[src/rtl/seq_det_ctrl.sv]
// -----------------------------------------------------------------------------
// seq_det_ctrl
//   Configurable serial pattern detector with a small run-control FSM.
//   A pattern (up to PW bits, MSB of the used field first) is loaded through a
//   valid/ready config port, a run is launched with start, and every x_valid
//   sample is shifted into a history register and compared against the pattern.
//   Matches raise a one-cycle y pulse and bump a saturating match counter; a
//   non-zero target ends the run in DONE once that many matches are seen.
//
// Ports
//   clk, rst       : clock, asynchronous active-high reset
//   cfg_valid/ready: config handshake (ready low only while a run is active)
//   cfg_pattern    : pattern bits, cfg_pattern[len-1] is the first bit expected
//   cfg_len        : pattern length, legal 1..PW
//   cfg_overlap    : 1 = overlapping matches, 0 = history cleared after a match
//   cfg_target     : match count that ends the run, 0 = run forever
//   start, abort   : run launch / run termination
//   x, x_valid     : serial data and its qualifier
//   y              : registered one-cycle match pulse
//   match_count    : saturating match count of the current run
//   busy, done     : in RUN / in DONE
//   cfg_err        : one-cycle pulse after a rejected configuration
// -----------------------------------------------------------------------------
module seq_det_ctrl #(
    parameter int PW = 8,
    parameter int CW = 8
) (
    input  logic          clk,
    input  logic          rst,
    input  logic          cfg_valid,
    output logic          cfg_ready,
    input  logic [PW-1:0] cfg_pattern,
    input  logic [3:0]    cfg_len,
    input  logic          cfg_overlap,
    input  logic [CW-1:0] cfg_target,
    input  logic          start,
    input  logic          abort,
    input  logic          x,
    input  logic          x_valid,
    output logic          y,
    output logic [CW-1:0] match_count,
    output logic          busy,
    output logic          done,
    output logic          cfg_err
);

    localparam int FW = $clog2(PW + 1);

    typedef enum logic [1:0] {
        S_IDLE  = 2'd0,
        S_ARMED = 2'd1,
        S_RUN   = 2'd2,
        S_DONE  = 2'd3
    } state_t;

    state_t        state_q, state_d;
    logic [PW-1:0] pat_q, pat_d;
    logic [3:0]    len_q, len_d;
    logic          ovl_q, ovl_d;
    logic [CW-1:0] tgt_q, tgt_d;
    logic [PW-1:0] hist_q, hist_d;
    logic [FW-1:0] fill_q, fill_d;
    logic [CW-1:0] cnt_q, cnt_d;
    logic          y_q, y_d;
    logic          cfg_err_q, cfg_err_d;

    logic          cfg_fire_s;
    logic          cfg_ok_s;
    logic          start_ok_s;
    logic          sample_s;
    logic [PW-1:0] hist_shift_s;
    logic [FW-1:0] fill_inc_s;
    logic [PW-1:0] mask_s;
    logic          hit_s;
    logic [CW-1:0] cnt_inc_s;
    logic          reach_s;

    // Shared decode: handshake, legality, sample qualification and match test.
    always_comb begin
        cfg_fire_s   = cfg_valid && (state_q != S_RUN);
        cfg_ok_s     = (cfg_len != 4'd0) && (32'(cfg_len) <= PW);
        // A config handshake in the same cycle wins over start.
        start_ok_s   = start && !cfg_fire_s && ((state_q == S_ARMED) || (state_q == S_DONE));
        // Abort suppresses the sample of its own cycle, so it can never produce y.
        sample_s     = (state_q == S_RUN) && x_valid && !abort;
        hist_shift_s = {hist_q[PW-2:0], x};
        fill_inc_s   = (32'(fill_q) >= PW) ? fill_q : (fill_q + FW'(1));
        mask_s       = ~({PW{1'b1}} << len_q);
        hit_s        = sample_s && (32'(fill_inc_s) >= 32'(len_q)) &&
                       (((hist_shift_s ^ pat_q) & mask_s) == {PW{1'b0}});
        cnt_inc_s    = (cnt_q == {CW{1'b1}}) ? cnt_q : (cnt_q + CW'(1));
        reach_s      = hit_s && (tgt_q != {CW{1'b0}}) && (cnt_inc_s == tgt_q);
    end

    // State register plus all datapath flops; reset clears everything.
    always_ff @(posedge clk or posedge rst) begin
        if (rst) begin
            state_q   <= S_IDLE;
            pat_q     <= {PW{1'b0}};
            len_q     <= 4'd0;
            ovl_q     <= 1'b0;
            tgt_q     <= {CW{1'b0}};
            hist_q    <= {PW{1'b0}};
            fill_q    <= {FW{1'b0}};
            cnt_q     <= {CW{1'b0}};
            y_q       <= 1'b0;
            cfg_err_q <= 1'b0;
        end else begin
            state_q   <= state_d;
            pat_q     <= pat_d;
            len_q     <= len_d;
            ovl_q     <= ovl_d;
            tgt_q     <= tgt_d;
            hist_q    <= hist_d;
            fill_q    <= fill_d;
            cnt_q     <= cnt_d;
            y_q       <= y_d;
            cfg_err_q <= cfg_err_d;
        end
    end

    // Next-state logic of the run-control FSM.
    always_comb begin
        state_d = state_q;
        case (state_q)
            S_IDLE: begin
                if (cfg_fire_s && cfg_ok_s) state_d = S_ARMED;
                else                        state_d = S_IDLE;
            end
            S_ARMED, S_DONE: begin
                if (cfg_fire_s && cfg_ok_s) state_d = S_ARMED;
                else if (start_ok_s)        state_d = S_RUN;
                else                        state_d = state_q;
            end
            S_RUN: begin
                if (abort)        state_d = S_ARMED;
                else if (reach_s) state_d = S_DONE;
                else              state_d = S_RUN;
            end
            default: state_d = S_IDLE;
        endcase
    end

    // Datapath next values: config latch, run init, sampling and matching.
    always_comb begin
        pat_d     = pat_q;
        len_d     = len_q;
        ovl_d     = ovl_q;
        tgt_d     = tgt_q;
        hist_d    = hist_q;
        fill_d    = fill_q;
        cnt_d     = cnt_q;
        y_d       = 1'b0;
        cfg_err_d = cfg_fire_s && !cfg_ok_s;
        if (cfg_fire_s && cfg_ok_s) begin
            pat_d = cfg_pattern;
            len_d = cfg_len;
            ovl_d = cfg_overlap;
            tgt_d = cfg_target;
        end else begin
            pat_d = pat_q;
        end
        if (start_ok_s) begin
            hist_d = {PW{1'b0}};
            fill_d = {FW{1'b0}};
            cnt_d  = {CW{1'b0}};
        end else if (sample_s) begin
            hist_d = hist_shift_s;
            // Non-overlapping mode restarts the fill so old bits cannot be reused.
            fill_d = (hit_s && !ovl_q) ? {FW{1'b0}} : fill_inc_s;
            if (hit_s) begin
                y_d   = 1'b1;
                cnt_d = cnt_inc_s;
            end else begin
                cnt_d = cnt_q;
            end
        end else begin
            hist_d = hist_q;
        end
    end

    // Output decode from registered state and flops.
    always_comb begin
        cfg_ready   = (state_q != S_RUN);
        busy        = (state_q == S_RUN);
        done        = (state_q == S_DONE);
        y           = y_q;
        match_count = cnt_q;
        cfg_err     = cfg_err_q;
    end

endmodule

[config.mk]
export PLATFORM = sky130hd
export DESIGN_NAME = seq_det_ctrl
export DESIGN_NICKNAME = d
export VERILOG_FILES = /design/src/rtl/seq_det_ctrl.sv
export SDC_FILE = /design/constraint.sdc
export NUM_CORES = 1
export LEC_CHECK = 0
export BUFFER_PORTS_ARGS = -buffer_cell sky130_fd_sc_hd__buf_2
export CAP_MARGIN = 20
export CORE_ASPECT_RATIO = 1.5
export CORE_MARGIN = 8
export CORE_UTILIZATION = 56
export DETAILED_ROUTE_END_ITERATION = 10
export PLACE_DENSITY = 0.79
export SKIP_LAST_GASP = 1
export SYNTH_ARGS = -nofsm -noshare
export SYNTH_HDL_FRONTEND = slang
export SYNTH_SLANG_ARGS = --single-unit
[constraint.sdc]
create_clock -name clk -period 2.5 [get_ports clk]
set_input_delay 0.5 -clock clk [delete_from_list [all_inputs] [get_ports clk]]
set_output_delay 0.5 -clock clk [all_outputs]
set_load 0.005 [all_outputs]
==> Word level (Yosys, flattened, before mapping) <==
Cells that the tools add are included.
{ "op_classes": {"add_sub_neg": 2, "n_shift": 1, "n_eq_ne": 7, "n_bitwise": 3, "mux": 19, "n_lt_le_gt_ge": 3, "n_reduce_logical": 26} }
{ "ops": {"columns": ["operator", "n"], "rows": [
  ["8-bit 2-to-1 mux", 4],
  ["4-bit 2-to-1 mux", 4],
  ["7-bit 2-to-1 mux", 2],
  ["1-bit logical AND", 13],
  ["8-bit by 1-bit adder with 8-bit output (second input constant)", 1],
  ["8-bit bitwise AND", 1],
  ["8-bit equality test", 1],
  ["8-bit equality test (second input constant)", 1],
  ["8-bit logical NOT", 1],
  ["8-bit inverter", 1],
  ["8-bit nonzero test", 1],
  ["8-bit by 4-bit << shifter with 8-bit output (first input constant)", 1],
  ["8-bit XOR", 1],
  ["2-bit 2-to-1 mux", 3],
  ["2-bit case mux with 3 select lines", 1],
  ["1-bit 2-to-1 mux", 5],
  ["4-bit by 1-bit adder with 4-bit output (second input constant)", 1],
  ["2-bit equality test (second input constant)", 2],
  ["4-bit greater-or-equal comparator", 1],
  ["4-bit greater-or-equal comparator (second input constant)", 1],
  ["4-bit less-or-equal comparator (second input constant)", 1],
  ["1-bit logical NOT", 4],
  ["2-bit nonzero test", 2],
  ["4-bit nonzero test", 1],
  ["other kinds (7)", 7]
]} }
{ "totals": {"elab_cells": 71, "in_bits": 28, "regBits": 44} }

==> Depth between registers and ports, before layout <==
{ "depth": {"depth_word": 10, "ltp_mapped": 10} }

==> Least setup slack after synthesis <==
Ideal clock, no wire load.
{ "synth_timing": {"kind": "register to register", "startpoint": "register fill_q[0]", "endpoint": "register cnt_q[1], in the netlist match_count[1]", "path_slack_ps": 325, "setup_time_ps": 120, "n_path_buf": 0, "t_arrival_ps": 2055, "stages_incl_launch_ff": 10, "cell_sequence": "dfrtp_1 > inv_1 > ha_1 > mux2_2 > ha_1 > a211oi_1 > o21bai_1 > o2111a_4 > and3_1 > a31o_2"} }
{ "synth_via": {"elab_chain_len": 7, "elab_cells_between_ends": 8, "classes_between": "1 x add/sub; 2 x order compare; 1 x mux; 4 x reduce/logical"} }
{ "synth_rtl": {"columns": ["item", "line_no", "rtl"], "rows": [
  ["start: declaration", "62", "logic [FW-1:0] fill_q, fill_d;"],
  ["start signal: assignment", "104", "fill_q <= {FW{1'b0}};"],
  ["start signal: assignment", "115", "fill_q <= fill_d;"],
  ["4-bit by 1-bit adder with 4-bit output or 4-bit greater-or-equal comparator (tied branches)", "87", "fill_inc_s = (32'(fill_q) >= PW) ? fill_q : (fill_q + FW'(1));"],
  ["4-bit 2-to-1 mux *", "87", null],
  ["4-bit greater-or-equal comparator *", "89", "hit_s = sample_s && (32'(fill_inc_s) >= 32'(len_q)) &&"],
  ["1-bit logical AND * (2 in a row)", "89", null],
  ["2-bit nonzero test (no line) *", null, null],
  ["2-bit AND reduction (no line) *", null, null],
  ["end signal: assignment", "105", "cnt_q <= {CW{1'b0}};"],
  ["end signal: assignment", "116", "cnt_q <= cnt_d;"],
  ["end: declaration", "63", "logic [CW-1:0] cnt_q, cnt_d;"]
]} }
Every way passes the cells marked *; elsewhere a longest branch is shown, timed or not.
A chain may end at the register's enable or synchronous reset.

==> Worst setup path in the final report <==
{ "layout_timing": {"startpoint": "register fill_q[1]", "endpoint": "register fill_q[1]"} }
{ "layout_via": {"elab_chain_len": 9, "elab_cells_between_ends": 10, "classes_between": "1 x add/sub; 2 x order compare; 4 x mux; 3 x reduce/logical"} }
{ "layout_rtl": {"columns": ["item", "line_no", "rtl"], "rows": [
  ["4-bit by 1-bit adder with 4-bit output or 4-bit greater-or-equal comparator (tied branches)", "87", null],
  ["4-bit 2-to-1 mux *", "87", null],
  ["4-bit greater-or-equal comparator", "89", null],
  ["1-bit logical AND (2 in a row)", "89", null],
  ["1-bit logical AND", "170", "fill_d = (hit_s && !ovl_q) ? {FW{1'b0}} : fill_inc_s;"],
  ["4-bit 2-to-1 mux *", "170", null],
  ["4-bit 2-to-1 mux *", "167", "end else if (sample_s) begin"],
  ["4-bit 2-to-1 mux *", "163", "if (start_ok_s) begin"]
]} }
Every way passes the cells marked *; elsewhere a longest branch is shown, timed or not. The select of a mux whose other input is x is not followed.

==> impl_metrics.json <==
{
  "status": "finished clean",
  "vias": 2125,
  "synth_area_leaders": "dfrtp_1 45%, nand2_1 9.8%, ha_1 3.6%, xor2_1 3.6%, xnor2_1 3.2%",
  "r2r_slack_ns": 0.16,
  "grt_usage_pct": 17.3,
  "hp-class": "input pin to async pin",
  "dieArea_um2": 6810,
  "tightest_slew_ns": 0.556,
  "crit_type": "flop to flop",
  "port_buffers": 40,
  "slew_headroom_pct": 62.9,
  "final_hold_viol_count": 0,
  "yosys_warnings": 0,
  "cp-startpoint": "fill_q[1]$_DFFE_PP0P_",
  "cts_hold_buf": 0,
  "start_util_pct": 58.4,
  "slowest_delay_ns": 0.42,
  "critical_path_buf_inv_count": 1,
  "cp.depth": 9,
  "ys_seq_elements": 44,
  "clock_sinks": 44,
  "clock-root-buffer": "clkbuf_8",
  "nNetsFinal": 354,
  "drc": 0,
  "synthesis.nets": 304,
  "yosysTopAreaCell": "dfrtp_1",
  "io_pins": 41,
  "fin_crit_sh_pct": 93.6,
  "cp-endpoint": "fill_q[1]$_DFFE_PP0P_",
  "arrival_ns": 2.53,
  "ir_worst_vdd_mv": 0.668,
  "rsz0062_at_grt": "no",
  "yosysTopAreaCellShare_pct": 44.8,
  "finalSetupViolations": 0,
  "firstDrtPassIters": 4,
  "powerDensity_nw_per_um2": 764,
  "gp_congestion": 0.868,
  "report.final.slew_viol_count": 0,
  "drive_gt1_share_pct": 24.1,
  "grt_pass1_vias": 2113,
  "period_minus_slack_ns": 2.34,
  "die_y_um": 97.1,
  "leakage_nw": 1.48,
  "htree_levels": 2,
  "cts_tree": "done",
  "gr-total-overflow": 0,
  "ant_nets": 0,
  "end_kind": "flop",
  "fin_skew_ns": 0.0114,
  "core_um2": 4210,
  "crit_path_start_kind": "flop",
  "area_growth_pct": 18.2,
  "pre_cts_slack_ns": 0.0776,
  "routed_via_density": 5.81,
  "dp_hpwl_um": 4200,
  "nFillCells": 336,
  "grt_pass1_wl_um": 9680,
  "syn_avg_cell_area_um2": 9.14,
  "path_clk_slew_ns": 0.09,
  "r2r-start": "fill_q[1]$_DFFE_PP0P_",
  "setup_tns_ns": 0,
  "crit_chain": "inv_1 -> ha_1 -> mux2_4 -> ha_4 -> a211oi_2 -> o21bai_2 -> o2111a_2 -> nand2b_4 -> a32o_1",
  "async_flop_share_pct": 100,
  "crit_required_ns": 2.69,
  "cp_max_fo": 6,
  "fmax_mhz": 427,
  "grt_start_max_net_pins": 45,
  "grt_antenna_before_repair": 0,
  "synthCells": 269,
  "r2r_end": "fill_q[1]$_DFFE_PP0P_",
  "clock_path_buffers": 2,
  "syn_area_um2": 2460,
  "crit_slowest_cell": "dfrtp_1",
  "num_rows": 29,
  "ys_seq_area_share_pct": 44.8,
  "wl_um": 6030,
  "hold_slack_ns": 0.320,
  "ys.flop_type": "dfrtp_1",
  "finalWorstSetupSlack_ns": 0.159,
  "num_antenna_cells": 0,
  "cap_violations": 0,
  "mostFrequentLayoutCell": "nand2_1",
  "path_delay_family": "compound AO/OA/AOI/OAI gates",
  "mostFrequentLayoutCells": "63 x nand2_1, 44 x dfrtp_1, 40 x buf_2",
  "drt_iter0_markers": 167,
  "insertion_delay_ns": 0.30,
  "synth_edf_count": 0,
  "drt-wirelength-per-cell_um": 16.5,
  "synth_cell_types": 48,
  "worstRegToRegCells": 9,
  "cts-buffers-inserted": 5,
  "die_w_um": 70.1
}
[per-stage QoR]
stage	instances	power, W	util [%]	area (um^2)
after global placement	350	0.00165	64.3	2710
final	366	0.00222	69.0	2910
after detailed placement	350	0.00167	64.3	2710
after floorplan	269	0.00148	-	2460
after global routing	366	0.00236	69.0	2910
after CTS	358	0.00214	66.5	2800
[worst min-delay path by stage]
stage,startpoint,end,slack [ns],cells past startpoint
2_1_floorplan,ovl_q$_DFFE_PP0P_,ovl_q$_DFFE_PP0P_,0.44,2
3_3_place_gp,ovl_q$_DFFE_PP0P_,ovl_q$_DFFE_PP0P_,0.48,2
3_5_place_dp,pat_q[3]$_DFFE_PP0P_,pat_q[3]$_DFFE_PP0P_,0.49,2
4_1_cts,rst,state_q[1]$_DFFE_PP0P_,0.35,3
5_1_grt,cfg_target[6],tgt_q[6]$_DFFE_PP0P_,0.38,3
6_report,rst,state_q[1]$_DFFE_PP0P_,0.32,3
[synth_stat cells (2+ instances only)]
cell and count:
or4_1 2, dfrtp_1 44, nor2_1 11, a21oi_1 11
a211oi_1 2, nand4_1 5, nor2b_1 2, o21bai_1 2
clkbuf_1 8, nand2_1 64, a31o_2 2, nand2b_1 5
nor4_1 4, inv_1 12, and3_1 4, a211oi_2 2
a22o_1 7, xnor2_1 9, nor3_1 6, a31oi_1 2
ha_1 7, nand3_1 3, buf_6 2, and4_1 2
o21ai_0 14, buf_2 3, a32o_1 4, xor2_1 10
[cell type report]
class                      count  area (um^2)  share of cell area (%)
clock inverter                 2         10.0                   0.345
sequential                    44         1100                    37.9
inverter                      12         45.0                    1.55
multi-input combinational    201         1300                    44.6
timing repair buffer          55          313                    10.8
tap                           46         57.6                    1.98
clock buffer                   6         82.6                    2.84
[what timing repair did]
action / in CTS / in global routing
setup endpoints to repair: 0 / 5
buffers inserted: 0 / 7
gates resized for setup: 0 / 7
[registers in the layout, summed over array words and instances, names as in the netlist]
| signal | flops |
|---|---|
| state_q | 2 |
| len_q | 4 |
| fill_q | 4 |
| ovl_q | 1 |
| cfg_err | 1 |
| tgt_q | 8 |
| pat_q | 8 |
| y | 1 |
| hist_q | 7 |
| match_count | 8 |
[cell families after synthesis]
| logic type | share of synthesized area (%) |
|---|---|
| muxes | 0.866 |
| DFF | 44.8 |
| adders and majority gates | 3.97 |
| buffers and inverters | 4.58 |
| and+or+nand+nor | 21.7 |
| AOI/OAI and AO/OA | 17.3 |
| xor gates and xnor gates | 6.77 |
[layer usage]
layer	vias to the layer above	track usage [%]	share of wire [%]
met5	-	0	0
met3	17	3.99	4.5
met4	0	10.1	4.4
met1	997	18.2	38
met2	62	30.3	53
li1	1049	-	-
[where the power goes]
| group | switching (W) | internal [W] |
|---|---|---|
| Sequential | 0.000173 | 0.000860 |
| Combinational | 0.000382 | 0.000335 |
| Clock | 0.000248 | 0.000221 |
[worst min-delay path: cells and delay by family]
family | cells | cell delay (ns)
buffers and inverters | 3 | 0.59
(Power assumes the default switching activity.)
